### src/rtl/if_fetch_pkg.sv
// Shared widths, defaults and fetch FSM state encoding for the instruction-fetch stage.
package if_fetch_pkg;

  localparam int unsigned INST_ADDR_BUS = 32;
  localparam int unsigned INST_BUS      = 32;
  localparam logic [31:0] ZERO_WORD     = 32'h0000_0000;
  localparam logic [31:0] RESET_PC_DEF  = 32'h0000_0000;
  localparam int unsigned PC_STEP_DEF   = 4;

  typedef enum logic [1:0] {
    FETCH_IDLE = 2'd0,
    FETCH_REQ  = 2'd1,
    FETCH_HOLD = 2'd2
  } fetch_state_e;

endpackage

### src/rtl/if_fetch_if.sv
// Fetch-stage bundle: control from ID, instruction-memory handshake and the IF/ID triple.
interface if_fetch_if import if_fetch_pkg::*; #(
  parameter int unsigned ADDR_W = INST_ADDR_BUS,
  parameter int unsigned INST_W = INST_BUS
);

  logic              stall;
  logic              branchEn;
  logic [ADDR_W-1:0] branchTarget;
  logic              memReq;
  logic [ADDR_W-1:0] memAddr;
  logic              memAck;
  logic [INST_W-1:0] memData;
  logic [ADDR_W-1:0] ifPC;
  logic [INST_W-1:0] ifInst;
  logic              ifValid;

  modport master (
    input  stall, branchEn, branchTarget, memAck, memData,
    output memReq, memAddr, ifPC, ifInst, ifValid
  );

  modport slave (
    output stall, branchEn, branchTarget, memAck, memData,
    input  memReq, memAddr, ifPC, ifInst, ifValid
  );

endinterface

### src/rtl/if_fetch_pc_reg.sv
// Program counter with next-PC mux: redirect beats sequential advance; wraps modulo 2^ADDR_W.
module if_fetch_pc_reg import if_fetch_pkg::*; #(
  parameter int unsigned       ADDR_W   = INST_ADDR_BUS,
  parameter logic [ADDR_W-1:0] RESET_PC = ADDR_W'(RESET_PC_DEF),
  parameter int unsigned       PC_STEP  = PC_STEP_DEF
) (
  input  logic              clk,
  input  logic              rst,
  input  logic              redirect_en,
  input  logic [ADDR_W-1:0] redirect_pc,
  input  logic              advance,
  output logic [ADDR_W-1:0] pc_d
);

  logic [ADDR_W-1:0] pc_q;

  always_comb begin
    pc_d = pc_q;
    if (redirect_en) begin
      pc_d = redirect_pc;
    end else if (advance) begin
      pc_d = pc_q + ADDR_W'(PC_STEP);
    end
  end

  always_ff @(posedge clk) begin
    if (!rst) begin
      pc_q <= RESET_PC;
    end else begin
      pc_q <= pc_d;
    end
  end

endmodule

### src/rtl/if_fetch.sv
// Instruction-fetch stage: issues word fetches, buffers one word across stalls,
// and drops fetches made stale by an ID redirect.
//   state      | meaning
//   FETCH_IDLE | no request outstanding; issue fetch at pc next edge
//   FETCH_REQ  | memReq high, memAddr frozen until memAck
//   FETCH_HOLD | acked word parked in hold buffer while stall is high
module if_fetch import if_fetch_pkg::*; #(
  parameter int unsigned       ADDR_W   = INST_ADDR_BUS,
  parameter int unsigned       INST_W   = INST_BUS,
  parameter logic [ADDR_W-1:0] RESET_PC = ADDR_W'(RESET_PC_DEF),
  parameter int unsigned       PC_STEP  = PC_STEP_DEF
) (
  input logic          clk,
  input logic          rst,
  if_fetch_if.master   bus
);

  fetch_state_e      state_q, state_d;
  logic              mem_req_q, mem_req_d;
  logic [ADDR_W-1:0] mem_addr_q, mem_addr_d;
  logic              kill_q, kill_d;
  logic [INST_W-1:0] hold_inst_q, hold_inst_d;
  logic [ADDR_W-1:0] hold_pc_q, hold_pc_d;
  logic [ADDR_W-1:0] if_pc_q, if_pc_d;
  logic [INST_W-1:0] if_inst_q, if_inst_d;
  logic              if_valid_q, if_valid_d;
  logic              pc_advance;
  logic [ADDR_W-1:0] pc_d;
  logic              present;
  logic [ADDR_W-1:0] present_pc;
  logic [INST_W-1:0] present_inst;

  // A redirect in the same cycle overrides the advance inside pc_reg.
  assign pc_advance = !bus.stall &&
                      (((state_q == FETCH_REQ) && bus.memAck && !kill_q) ||
                       (state_q == FETCH_HOLD));

  if_fetch_pc_reg #(
    .ADDR_W   (ADDR_W),
    .RESET_PC (RESET_PC),
    .PC_STEP  (PC_STEP)
  ) u_pc_reg (
    .clk         (clk),
    .rst         (rst),
    .redirect_en (bus.branchEn),
    .redirect_pc (bus.branchTarget),
    .advance     (pc_advance),
    .pc_d        (pc_d)
  );

  always_comb begin
    state_d      = state_q;
    mem_req_d    = mem_req_q;
    mem_addr_d   = mem_addr_q;
    kill_d       = kill_q;
    hold_inst_d  = hold_inst_q;
    hold_pc_d    = hold_pc_q;
    present      = 1'b0;
    present_pc   = if_pc_q;
    present_inst = '0;
    unique case (state_q)
      FETCH_IDLE: begin
        state_d    = FETCH_REQ;
        mem_req_d  = 1'b1;
        mem_addr_d = pc_d;
      end
      FETCH_REQ: begin
        if (bus.memAck) begin
          if (kill_q || bus.branchEn) begin
            kill_d     = 1'b0;
            mem_addr_d = pc_d;
          end else if (!bus.stall) begin
            present      = 1'b1;
            present_pc   = mem_addr_q;
            present_inst = bus.memData;
            mem_addr_d   = pc_d;
          end else begin
            hold_inst_d = bus.memData;
            hold_pc_d   = mem_addr_q;
            mem_req_d   = 1'b0;
            state_d     = FETCH_HOLD;
          end
        end else if (bus.branchEn) begin
          kill_d = 1'b1;
        end
      end
      FETCH_HOLD: begin
        if (bus.branchEn) begin
          state_d = FETCH_IDLE;
        end else if (!bus.stall) begin
          present      = 1'b1;
          present_pc   = hold_pc_q;
          present_inst = hold_inst_q;
          state_d      = FETCH_IDLE;
        end
      end
      default: begin
        state_d   = FETCH_IDLE;
        mem_req_d = 1'b0;
      end
    endcase

    if_pc_d    = if_pc_q;
    if_inst_d  = if_inst_q;
    if_valid_d = if_valid_q;
    if (!bus.stall) begin
      if_valid_d = present;
      if_inst_d  = present ? present_inst : '0;
      if (present) begin
        if_pc_d = present_pc;
      end
    end
  end

  always_ff @(posedge clk) begin
    if (!rst) begin
      state_q     <= FETCH_IDLE;
      mem_req_q   <= 1'b0;
      mem_addr_q  <= '0;
      kill_q      <= 1'b0;
      hold_inst_q <= '0;
      hold_pc_q   <= '0;
      if_pc_q     <= '0;
      if_inst_q   <= '0;
      if_valid_q  <= 1'b0;
    end else begin
      state_q     <= state_d;
      mem_req_q   <= mem_req_d;
      mem_addr_q  <= mem_addr_d;
      kill_q      <= kill_d;
      hold_inst_q <= hold_inst_d;
      hold_pc_q   <= hold_pc_d;
      if_pc_q     <= if_pc_d;
      if_inst_q   <= if_inst_d;
      if_valid_q  <= if_valid_d;
    end
  end

  assign bus.memReq  = mem_req_q;
  assign bus.memAddr = mem_addr_q;
  assign bus.ifPC    = if_pc_q;
  assign bus.ifInst  = if_inst_q;
  assign bus.ifValid = if_valid_q;

endmodule

### src/flat_wrapper.sv
// flat-port wrapper written by rule: the top's interface ports become plain ports
module if_fetch_flat import if_fetch_pkg::*;
#(
  parameter int unsigned       ADDR_W   = INST_ADDR_BUS,
  parameter int unsigned       INST_W   = INST_BUS,
  parameter logic [ADDR_W-1:0] RESET_PC = ADDR_W'(RESET_PC_DEF),
  parameter int unsigned       PC_STEP  = PC_STEP_DEF
)
  (clk, rst, bus_stall, bus_branchEn, bus_branchTarget, bus_memAck, bus_memData, bus_memReq, bus_memAddr, bus_ifPC, bus_ifInst, bus_ifValid);
  if_fetch_if #(.ADDR_W(ADDR_W), .INST_W(INST_W)) bus_i ();
  input logic clk;
  input logic rst;
  input wire logic [$bits(bus_i.stall)-1:0] bus_stall;
  input wire logic [$bits(bus_i.branchEn)-1:0] bus_branchEn;
  input wire logic [$bits(bus_i.branchTarget)-1:0] bus_branchTarget;
  input wire logic [$bits(bus_i.memAck)-1:0] bus_memAck;
  input wire logic [$bits(bus_i.memData)-1:0] bus_memData;
  output wire logic [$bits(bus_i.memReq)-1:0] bus_memReq;
  output wire logic [$bits(bus_i.memAddr)-1:0] bus_memAddr;
  output wire logic [$bits(bus_i.ifPC)-1:0] bus_ifPC;
  output wire logic [$bits(bus_i.ifInst)-1:0] bus_ifInst;
  output wire logic [$bits(bus_i.ifValid)-1:0] bus_ifValid;
  assign bus_i.stall = bus_stall;
  assign bus_i.branchEn = bus_branchEn;
  assign bus_i.branchTarget = bus_branchTarget;
  assign bus_i.memAck = bus_memAck;
  assign bus_i.memData = bus_memData;
  assign bus_memReq = bus_i.memReq;
  assign bus_memAddr = bus_i.memAddr;
  assign bus_ifPC = bus_i.ifPC;
  assign bus_ifInst = bus_i.ifInst;
  assign bus_ifValid = bus_i.ifValid;
  if_fetch #(.ADDR_W(ADDR_W), .INST_W(INST_W), .RESET_PC(RESET_PC), .PC_STEP(PC_STEP)) u_core (.clk(clk), .rst(rst), .bus(bus_i));
endmodule
### config.mk
export PLATFORM = sky130hd
export DESIGN_NAME = if_fetch_flat
export DESIGN_NICKNAME = d
export VERILOG_FILES = /design/src/rtl/if_fetch_pkg.sv /design/src/rtl/if_fetch_if.sv /design/src/rtl/if_fetch_pc_reg.sv /design/src/rtl/if_fetch.sv /design/src/flat_wrapper.sv
export SDC_FILE = /design/constraint.sdc
export NUM_CORES = 1
export LEC_CHECK = 0
export ABC_AREA = 1
export CAP_MARGIN = 0
export CORE_AREA = 2 2 137 139
export CTS_CLUSTER_DIAMETER = 150
export DETAILED_ROUTE_END_ITERATION = 8
export DIE_AREA = 0 0 139 141
export PLACE_DENSITY = 0.75
export RECOVER_POWER = 100
export SKIP_CTS_REPAIR_TIMING = 1
export SYNTH_ARGS = -nofsm -noshare
export SYNTH_HDL_FRONTEND = slang
export SYNTH_SLANG_ARGS = --single-unit
### constraint.sdc
create_clock -name clk -period 3.8 [get_ports clk]
set_clock_uncertainty 0.1 [all_clocks]
set_input_delay 0.57 -clock clk [delete_from_list [all_inputs] [get_ports clk]]
set_output_delay 0.57 -clock clk [all_outputs]
set_load 0.01 [all_outputs]
# Word-level counts from Yosys, hierarchy flattened

Index checks and enable logic that the tools add are counted.

Output and inout port bits: 98
Memory bits (read-only): 0
Input port bits: 69
Memories: 0
Flip-flop bits (word level): 197
Memory bits (writable): 0
Latch bits: 0
Logic and storage cells: 73

Add/sub/neg operators: 1
Shifts and indexed selects: 0
Divide/modulo/power cells: 0
Equal/unequal tests: 9
Bitwise gates (word level): 3
Mux-type cells: 33
$mul: 0
Magnitude comparators: 0
Reductions and logical operators: 17

Operator list:

| kind                                                 | number |
|---|---|
| 2-to-1 mux 32 bit                                    | 12 |
| one-hot mux 32 bit (2 select lines)                  | 3 |
| adder 32 x 3 -> 32 bit (second input constant)       | 1 |
| AND reduction 4 bit                                  | 3 |
| 2-to-1 mux 1 bit                                     | 10 |
| 2-to-1 mux 2 bit                                     | 5 |
| != test 2 bit (second input constant)                | 4 |
| != test 3 bit (second input constant)                | 2 |
| one-hot mux 2 bit (3 select lines)                   | 1 |
| AND reduction 3 bit                                  | 2 |
| AND reduction 6 bit                                  | 1 |
| nonzero test 2 bit                                   | 3 |
| logical AND 1 bit                                    | 3 |
| inverter 1 bit                                       | 3 |
| one-hot mux 1 bit (3 select lines)                   | 1 |
| equality test 2 x 1 -> 1 bit (second input constant) | 1 |
| equality test 2 bit (second input constant)          | 1 |
| logical NOT 1 bit                                    | 2 |
| logical NOT 2 bit                                    | 1 |
| logical OR 1 bit                                     | 2 |
| != test 2 x 1 -> 1 bit (second input constant)       | 1 |
| one-hot mux 1 bit (2 select lines)                   | 1 |

# Depth between registers and ports, before layout

Gate-level depths: netlist (run 1).

Depth after elaboration: 11
Depth in mapped cells: 13
Gate-level depth less buffers: 12

# Modules after synthesis

A second synthesis (run 1) with hierarchy kept.

Cells, all modules: 1,309
Area, all modules: 9,068.7 µm²

Modules (own cells, without submodules):

| module          | cells an instance | times used | sequential area each (µm²) | area an instance (µm²) |
|---|---|---|---|---|
| if_fetch        | 964               | 1          | 3,303.2                    | 6,800.3 |
| if_fetch_pc_reg | 345               | 1          | 640.6                      | 2,268.4 |

# Worst setup path before layout (run 1)

Ideal clock, no wire load.

Kind: register to register
From: register u_core.state_q[1]
To: register u_core.mem_addr_q[7], in the netlist u_core.bus.memAddr[7]
Buffers on the path: 1
Required time: 3,591 ps
Library setup time: 109 ps
Data arrival time: 1,533 ps
Setup slack: 2,058 ps
Cell stages (with the launch flop): 13
Clock period less this slack: 1,742 ps
Cells stage by stage: dfxtp_1 > inv_1 > ha_1 > nand3_2 > a21oi_2 > buf_2 > nand3_1 > nand2_1 > nand2_1 > o21ai_1 > nand2_1 > nand2_1 > inv_1

Cells in the longest elaborated chain, start to end: 11
Elaborated cells on any way between the ends: 17
Those cells by class: 4 x eq/ne; 6 x mux; 7 x reduce/logical

Ends and longest elaborated chain:

| item                                | line                           | text |
|---|---|---|
| start: declaration                  | if_fetch.sv:18                 | `fetch_state_e state_q, state_d;` |
| start signal: assignment            | if_fetch.sv:127                | `state_q <= state_d;` |
| equality test 2 x 1 -> 1 bit        | if_fetch.sv:35, if_fetch.sv:61 |  |
| logical AND 1 bit (2 in series)     | if_fetch.sv:35                 | `(((state_q == FETCH_REQ) && bus.memAck && !kill_q) \|\|` |
| logical OR 1 bit                    | if_fetch.sv:35                 |  |
| logical AND 1 bit                   | if_fetch.sv:34                 | `assign pc_advance = !bus.stall &&` |
| 2-to-1 mux 32 bit                   | if_fetch_pc_reg.sv:21          | `end else if (advance) begin` |
| 2-to-1 mux 32 bit                   | if_fetch_pc_reg.sv:19          | `if (redirect_en) begin` |
| 2-to-1 mux 32 bit                   | if_fetch.sv:72                 | `end else if (!bus.stall) begin` |
| 2-to-1 mux 32 bit                   | if_fetch.sv:69                 | `if (kill_q \|\| bus.branchEn) begin` |
| 2-to-1 mux 32 bit                   | if_fetch.sv:68                 | `if (bus.memAck) begin` |
| one-hot mux 32 bit (2 select lines) | if_fetch.sv:61                 | `unique case (state_q)` |
| end signal: assignment              | if_fetch.sv:129                | `mem_addr_q <= mem_addr_d;` |
| end: declaration                    | if_fetch.sv:20                 | `logic [ADDR_W-1:0] mem_addr_q, mem_addr_d;` |

Parallel ways exist; a longest one is shown, timed or not. The select of a mux whose other input is x is not followed.
A chain may end at the register's enable or synchronous reset.

# Final worst setup path (run 1)

From: input port bus_branchEn
To: register u_core.if_pc_q[29], in the netlist u_core.bus.ifPC[29]

Cells in the longest elaborated chain, start to end: 5
Elaborated cells on any way between the ends: 8
Those cells by class: 2 x eq/ne; 4 x mux; 2 x reduce/logical

Ends and longest elaborated chain:

| item                                     | line               | text |
|---|---|---|
| start: declaration                       | flat_wrapper.sv:14 | `input wire logic [$bits(bus_i.branchEn)-1:0] bus_branchEn;` |
| logical OR 1 bit                         | if_fetch.sv:69     |  |
| 2-to-1 mux 1 bit                         | if_fetch.sv:69     |  |
| 2-to-1 mux 1 bit                         | if_fetch.sv:68     |  |
| one-hot mux 1 bit (2 select lines)       | if_fetch.sv:61     |  |
| AND reduction 6 bit (no source line) (*) | n/a                |  |
| end signal: assignment                   | if_fetch.sv:133    | `if_pc_q <= if_pc_d;` |
| end: declaration                         | if_fetch.sv:24     | `logic [ADDR_W-1:0] if_pc_q, if_pc_d;` |

Mark *: on every way between the ends. The rest lies on a longest branch, timed or not.

==> results, run 1 <==
- The run finished with clean final reports.
- The count of standard-cell rows is 50.
- The clock net sink count is 197.
- The first TritonRoute pass finished after 5 iterations.
- The synthesized area per cell is 6.81 um^2.
- The synthesized netlist occupies a cell area of 8870 um^2.
- The tightest min-delay check is of the register to register type.
- In this run the worst path has a maximum fanout of 65.
- The share of synthesized area occupied by flip-flops and latches is 0.445.
- The critical path class is input pin to register.
- The most numerous cell on the critical path is nand3_1.
- The clock-pin slew on the worst setup and hold paths is around 0.070 ns.
- With fillers left out, the area of the finished cells amounts to 11100 um^2.
- For this run, the top clock speed supported by timing is approximately 320 MHz.
- Counting distinct cell types in the post-synthesis netlist gives 34.
- Power comes to ~0.0062 W.
- The wire length of the first global-routing pass is 40.4 mm.
- In this run, placement finished with an instance count of between 1500 and 2000.
- In this run the cell area measured after placement is ~11000 um^2.
- The final clock period utilization by the worst path is 0.828.
- Setup violations remaining at the end of the flow were counted as 0.
- The die is between 100 and 150 um wide.
- On the worst path, the slowest cell contributes a delay of about 1.1 ns.
- The smallest hold slack is ~0.35 ns.
- The clock latency at the later pin of the worst-skew pair is about 0.44 ns.
- The net total in the final layout is about 1500.
- The share of synthesized area in the top cell type comes to 0.445.
- The number of global-route vias before repair is approximately 8000.
- The maximum number of pins on one net before global-route repair is about 110.
- The switching power is about 0.0023 W.
- STA classifies the critical path endpoint as a register.
- The analysis attributes to cell leakage a power of 4.63 nW.
- The critical path startpoint category is an input pin.
- The total routing usage reported by global routing is 0.251.
- The clock passes through at most 2 buffers.
- For the worst setup path, the data arrival time is between 3 and 4 ns.
- The routed length per instance is ~14 um.
- Yosys printed 0 warnings.
- Traced cell by cell, the critical path runs through dlygate4sd3_1 -> clkbuf_1 -> clkinv_1 -> nand3_1 -> a21oi_4 -> clkbuf_2 -> nand3_1 -> a21oi_1.
- The endpoint required time on the critical path is 4.05 ns.
- Clock tree synthesis selected as its root buffer the cell clkbuf_16.
- Ranked by total cell area, the synthesized netlist is headed by dfxtp_1, nand2_1, a21oi_1.
- At the pin with the least slew margin, the transition time is between 1 and 1.5 ns.
- The count of final max-slew check failures was 0.
- Once detail routing completed, the nets flagged for antenna violations numbered 0.
- Together, buffers and inverters on the worst path number 4.
- At the end of routability-driven placement, the weighted congestion stood at about 0.88.
- The final instance count without filler cells is around 1700.
- The dominant cell by count in the synthesized netlist is nand2_1.
- The number of nets produced by synthesis is ~1400.
- The maximum ir drop on the vdd rail is just over 0.6 mV.
- Buffers inserted during clock tree synthesis total 17.
- TritonCTS built the clock tree.
- The total die area is between 15000 and 20000 um^2.
- The cell with the biggest individual delay on the critical path is clkbuf_2.
- Setup repair after global routing left no endpoint under its margin.
- The routed wire length is 24.1 mm.
- In this run, synthesis inferred 0 flip-flops with an integrated enable.
- The initial antenna violation count is 1.
- After synthesis, the share of flip-flops with an asynchronous set or reset is 0.
- In the final layout, the share of cells above drive strength 1 is 0.0419.
- The die extent in y is 141 um.
- In this design, the largest share of critical-path delay is due to buffers and inverters.
- The residual DRC count is 0.
- After layout, the minimum clock period comes to 3.15 ns.
- The total congestion overflow is 0.
- Among all flip-flop cells after synthesis, the most frequent one is dfxtp_1.
- Of the total power, combinational logic draws 0.306.
- The total core area is approximately 18000 um^2.
- The number of fill cells is roughly 1700.
- The relative contribution of the clock network to total power is 0.277.
- After detailed routing, the number of vias per cell comes to roughly 5.2.
- The clock tree synthesis step divided the H-tree into 4 levels.
- Compared with the post-synthesis result, the final layout area differs by 25.0%.
- The DRC marker count from the first detailed-route iteration is between 600 and 700.
- Internal power comes to roughly 0.004 W.
- The tool flagged a number of max-cap violations equal to 0.
- The final hold violation count is 0.
- After technology mapping, the gate count stands at about 1300.
- Headroom to the max-slew limit came out at 0.00904.
- The vias after detailed routing is 8664.
- The effective utilization at floorplan is 0.486.
- The commonest cells after synthesis are nand2_1, dfxtp_1, a21oi_1.
- The register bit total from synthesis is just under 200.
- For this design the ratio of total power to cell area is between 500 and 600 nW/um^2.
- The half-perimeter wire length after placement is roughly 16 mm.
- Of all cell types, the one taking the most synthesized area is dfxtp_1.
- Of the total power, the share spent switching nets is 0.370.
- The count of buffers inserted at the top-level ports is 166.
- The final total negative setup slack is 0 ns.
- The number of top-level pins is 167.
- The share of total power dissipated in sequential elements is 0.417.
## final timing paths
path	from	endpoint	slack, ns	cells past startpoint
max	bus_branchEn	u_core.bus.ifPC[29]	0.65	8
min	u_core.hold_inst_q[19]	u_core.hold_inst_q[19]	0.35	2
max reg2reg	u_core.state_q[0]	u_core.bus.ifPC[29]	0.80	7
min reg2reg	u_core.hold_inst_q[19]	u_core.hold_inst_q[19]	0.35	2
## power by group through the flow
stage          clock network (W)  logic, W  registers [W]
2_1_floorplan                  0   0.00111        0.00264
3_3_place_gp                   0   0.00196        0.00263
3_5_place_dp                   0   0.00199        0.00264
4_1_cts                  0.00174   0.00200        0.00259
5_1_grt                  0.00183   0.00214        0.00262
6_report                 0.00172   0.00190        0.00259
## cell families (layout without fill, tap and decap cells)
logic type      count (synthesis)  count (layout)  share of synthesized area
simple gates                  579             579                      0.272
compound gates                290             290                      0.168
buf+inv                       224             353                      0.101
flops                         197             197                      0.445
fa+ha+maj                       5               5                    0.00705
xor+xnor                        5               5                    0.00494
mux                             2               2                    0.00226
other cells                     0               1                          0
## sequential cells by signal (all words and copies together), names as in the netlist
signal,cells
u_core.bus.ifInst,32
u_core.bus.ifPC,32
u_core.bus.memAddr,32
u_core.hold_inst_q,32
u_core.hold_pc_q,32
u_core.u_pc_reg.pc_q,32
u_core.state_q,2
u_core.bus.ifValid,1
u_core.bus.memReq,1
u_core.kill_q,1
## routing by layer
metal	vias up	global-route usage	routed length [um]
li1	4426	-	-
met2	224	0.416	11300
met4	0	0.0883	567
met1	3977	0.337	11200
met3	37	0.0357	1070
met5	-	0	0
## cells in the final DEF (no fill, tap or decap), types with 2 or more instances in the layout
cell and n:
a21oi_1 162, buf_2 2, buf_4 10, clkbuf_1 2
clkbuf_16 17, clkbuf_2 2, clkdlybuf4s50_1 65, clkinv_2 2
clkinvlp_4 4, dfxtp_1 197, dlygate4sd3_1 99, ha_1 5
inv_1 137, inv_2 2, inv_6 6, inv_8 2
mux2i_1 2, nand2_1 366, nand3_1 143, nand4_1 4
nor2_1 53, o211ai_1 3, o21ai_0 114, o21bai_1 6
or2_2 5, xor2_1 4
## area by class of cell
class                      count  area (um^2)  area share
antenna                        1         2.50    0.000226
inverter                     141          532      0.0479
clock buffer                  18          439      0.0396
clock inverter                14          115      0.0104
sequential                   197         3940       0.356
multi-input combinational    881         4020       0.363
timing repair buffer         180         1740       0.157
tap                          234          293      0.0264
## worst register-to-register path, stage by stage, from the launching register on
cell,delay (ns)
dfxtp_1,0.33
inv_1,0.10
ha_1,0.19
inv_2,0.31
a21oi_4,0.26
clkbuf_2,1.07
nand3_1,0.32
a21oi_1,0.25
## per-stage QoR
step / setup slack (ns) / util
floorplan: 2.06 / -
global placement: 0.970 / 0.579
detailed placement: 0.870 / 0.579
CTS: 0.982 / 0.610
global route: 0.428 / 0.607
finish: 0.653 / 0.607
No activity file was read; power rests on OpenSTA's default activity.
==> inputs of run 2 (changes only) <==
Settings changed: CORE_AREA 2 2 137 139 to 2 2 141 143, DIE_AREA 0 0 139 141 to 0 0 143 145, PLACE_DENSITY 0.75 to 0.74.
Clock period 3.8 ns to 2.5 ns, I/O delays scaled along.
==> run 2 against run 1 <==
Worst hold slack better by 0.00091 ns; sequential share of layout area down 0.83 points; wire length up 3.7%; non-clock buffer count up 15; worst setup slack worse by 0.35 ns; register-to-register slack worse by 0.50 ns; sequential power up 53%; first-iteration DRC count up 25%; flip-flop and latch count unchanged; cell count up 2.8%; utilization down 1.6 points; critical path type is now register to register; largest cell class unchanged; largest power group unchanged; highest routed layer unchanged.
==> results, run 2 (synthesis results as in run 1) <==
- The total power draw is 0.00967 W (was 0.00621 W).
- The half-perimeter wire length after placement is 17.2 mm (was 15.8 mm).
- The delay of the slowest cell on the worst path is 0.32 ns (was 1.07 ns).
- Derived from the worst setup path, the maximum achievable clock frequency is 455 MHz.
- The total routing usage reported by global routing is 0.241 (was 0.251).
- The cell with the biggest individual delay on the critical path is dfxtp_1 (was clkbuf_2).
- The nature of the critical path endpoint is a register (unchanged).
- The maximum number of pins on one net before global-route repair is 106 (unchanged).
- The total congestion overflow came to 0 (unchanged).
- The design internal power is 0.00609 W (was 0.00391 W).
- The number of iterations in the first detailed-routing pass is 6 (was 5).
- The number of fill cells is 1801 (was 1730).
- The capture endpoint of the worst hold path is u_core.hold_inst_q[8] (was u_core.hold_inst_q[19]).
- The critical path class is register to register (was input pin to register).
- The pre-CTS worst setup slack is 0.216 ns (was 0.870 ns).
- The critical path startpoint category is a register (was input pin).
- Unrepaired setup endpoints after global routing: no (unchanged).
- The root buffer cell is clkbuf_16 (unchanged).
- The count of standard-cell rows is 51 (was 50).
- The cell depth of the worst flop-to-flop path is 10 (was 7).
- The remaining number of nets flagged by the antenna check after routing is 0 (unchanged).
- The total core area is 19200 um^2 (was 18300 um^2).
- The most frequent standard cell in the layout excluding fill and tap cells is nand2_1 (unchanged).
- The number of top-level pins is 167 (unchanged).
- The maximum ir drop on the vdd rail was 0.731 mV (was 0.610 mV).
- The DRC marker count from the first detailed-route iteration is 847 (was 677).
- The clock net sink count is 197 (unchanged).
- The clock latency at the later pin of the worst-skew pair is 0.44 ns (about the same).
- The total power density per cell area came to 851 nW/um^2 (was 559 nW/um^2).
- The global placement routability congestion was 0.934 (was 0.885).
- Result of the run: finished, final reports clean (unchanged).
- The register-to-register setup slack was 0.30 ns (was 0.80 ns).
- The beginning of the worst hold path is u_core.hold_inst_q[8] (was u_core.hold_inst_q[19]).
- The count of final max-slew check failures is 0 (unchanged).
- The TritonCTS clock tree is built (unchanged).
- The vias after detailed routing is 8765 (was 8664).
- The shortest period the worst path allows is ~2.2 ns.
- The most numerous cell on the critical path is nand3_1 (unchanged).
- The floorplan die width came to 143 um (was 139 um).
- The effective utilization at floorplan is 0.462 (was 0.486).
- The number of buffers added by the clock tree synthesis step was 17 (unchanged).
- The smallest hold slack is 0.349 ns (was 0.348 ns).
- The combinational share of power is 0.317 (was 0.306).
- The die extent in y is 145 um (was 141 um).
- Commonest cells after routing, fill and taps aside: nand2_1, dfxtp_1, a21oi_1 (unchanged).
- The residual DRC count was 0 (unchanged).
- The wire length of the first global-routing pass is 40.6 mm (was 40.4 mm).
- The class of the tightest hold or removal check was register to register (unchanged).
- The startpoint of the most critical register-to-register path is u_core.state_q[1] (was u_core.state_q[0]).
- The total die area is 20700 um^2 (was 19600 um^2).
- The routed wire length is 25.0 mm (was 24.1 mm).
- Critical path, cell by cell: inv_1 -> ha_1 -> nand3_2 -> a21oi_2 -> clkbuf_2 -> nand3_1 -> nand3_1 -> nand3_1 -> nand3_1 -> inv_1 (was dlygate4sd3_1 -> clkbuf_1 -> clkinv_1 -> nand3_1 -> a21oi_4 -> clkbuf_2 -> nand3_1 -> a21oi_1).
- The switching power is 0.00358 W (was 0.00230 W).
- The actual transition at the worst max-transition pin is 0.752 ns (was 1.49 ns).
- The max-capacitance violation count is 0 (unchanged).
- The clock-pin slew on the worst setup and hold paths came to 0.07 ns (about the same).
- The switching share of total power is 0.370 (about the same).
- The routed length per instance is 14.6 um (was 14.5 um).
- The depth of the CTS H-tree is 4 (unchanged).
- The final setup violation count is 0 (unchanged).
- The endpoint required time on the critical path was 2.73 ns (was 4.05 ns).
- The final total negative setup slack is 0 ns (unchanged).
- The number of cells on the worst hold path is 2 (unchanged).
- The via density per instance is 5.12 (was 5.20).
- The number of global-route vias before repair is 8137 (was 8080).
- The net total in the final layout was 1507 (was 1492).
- The largest fanout on the critical path is 16 (was 65).
- The final clock period utilization by the worst path is 0.878.
- The area added between synthesis and finish came to 28.0% (was 25.0%).
- The initial antenna violation count is 1 (unchanged).
- The maximum buffer depth of the clock tree came to 2 (unchanged).
- The final hold violation count came to 0 (unchanged).
- The count of buffers inserted at the top-level ports is 166 (unchanged).
- The cell leakage power came to 4.74 nW (was 4.63 nW).
- The relative contribution of the clock network to total power is 0.273 (was 0.277).
- The relative slew slack is 0.499 (was 0.00904).
- The minimum setup slack in the final design was 0.304 ns (was 0.653 ns).
- The endpoint of the most critical register-to-register path was u_core.bus.memAddr[18] (was u_core.bus.ifPC[29]).
- The final cell utilization of the core is 0.591 (was 0.607).
- The fraction of final layout cells with drive strength greater than 1 was 0.0546 (was 0.0419).
- The relative contribution of sequential cells to total power was 0.410 (was 0.417).
- The arrival time reported for the critical path endpoint is 2.43 ns (was 3.40 ns).
## run 2: changes by cell type in the layout (fill, tap and decap cells not counted), moves of 3 or more
| cell | delta |
|---|---|
| nor2_2 | +3 |
| buf_12 | +6 |
| nor2_1 | -4 |
| clkinvlp_4 | -3 |
| buf_4 | +11 |
| clkinv_4 | +3 |
## run 2: how the worst max path moves through the flow
stage,start,end,slack (ns),depth (start not counted)
2_1_floorplan,u_core.state_q[1],u_core.bus.memAddr[7],0.76,12
3_3_place_gp,bus_memAck,u_core.bus.memAddr[25],0.28,9
3_5_place_dp,bus_memAck,u_core.bus.memAddr[27],0.22,10
4_1_cts,u_core.state_q[1],u_core.bus.memAddr[27],0.38,11
5_1_grt,u_core.state_q[1],u_core.bus.memAddr[24],0.11,11
6_report,u_core.state_q[1],u_core.bus.memAddr[18],0.30,10
## run 2: final cells by class
cell class	count	area [um^2]	share of cell area
repair buffers	195	1940	0.171
flip-flops and latches	197	3940	0.347
inverters	141	532	0.0468
clock buffers	18	429	0.0378
diodes	1	2.50	0.000220
clock inverters	14	133	0.0117
multi-input cells	881	4050	0.356
well taps	265	332	0.0292
## run 2: power groups by stage
stage	combinational, W	sequential (W)	clock [W]
2_1_floorplan	0.00168	0.00401	0
3_3_place_gp	0.00312	0.00404	0
3_5_place_dp	0.00316	0.00404	0
4_1_cts	0.00318	0.00397	0.00268
5_1_grt	0.00342	0.00401	0.00278
6_report	0.00307	0.00396	0.00263
## run 2: metal layers
metal	GRT usage	share of wire	wire length, um	up-vias
li1	-	-	-	4448
met1	0.322	0.45	11300	4017
met2	0.390	0.47	11700	256
met3	0.0429	0.053	1320	44
met4	0.0891	0.032	791	0
met5	0	0	0	-
## run 2: worst max-delay path, delay by kind of cell (launching register included)
kind                     cells  cell delay, ns
flip-flops                   1            0.32
AO/OA/AOI/OAI                1            0.20
buffers and inverters        3            0.47
adder cells (fa/ha/maj)      1            0.32
AND/OR/NAND/NOR              5            0.68
## run 2: through the flow
stage,instance area [um^2],cells
detailed placement,10800,1679
floorplan,8870,1302
global route,11400,1712
global placement,10800,1679
CTS,11400,1711
finish,11400,1712
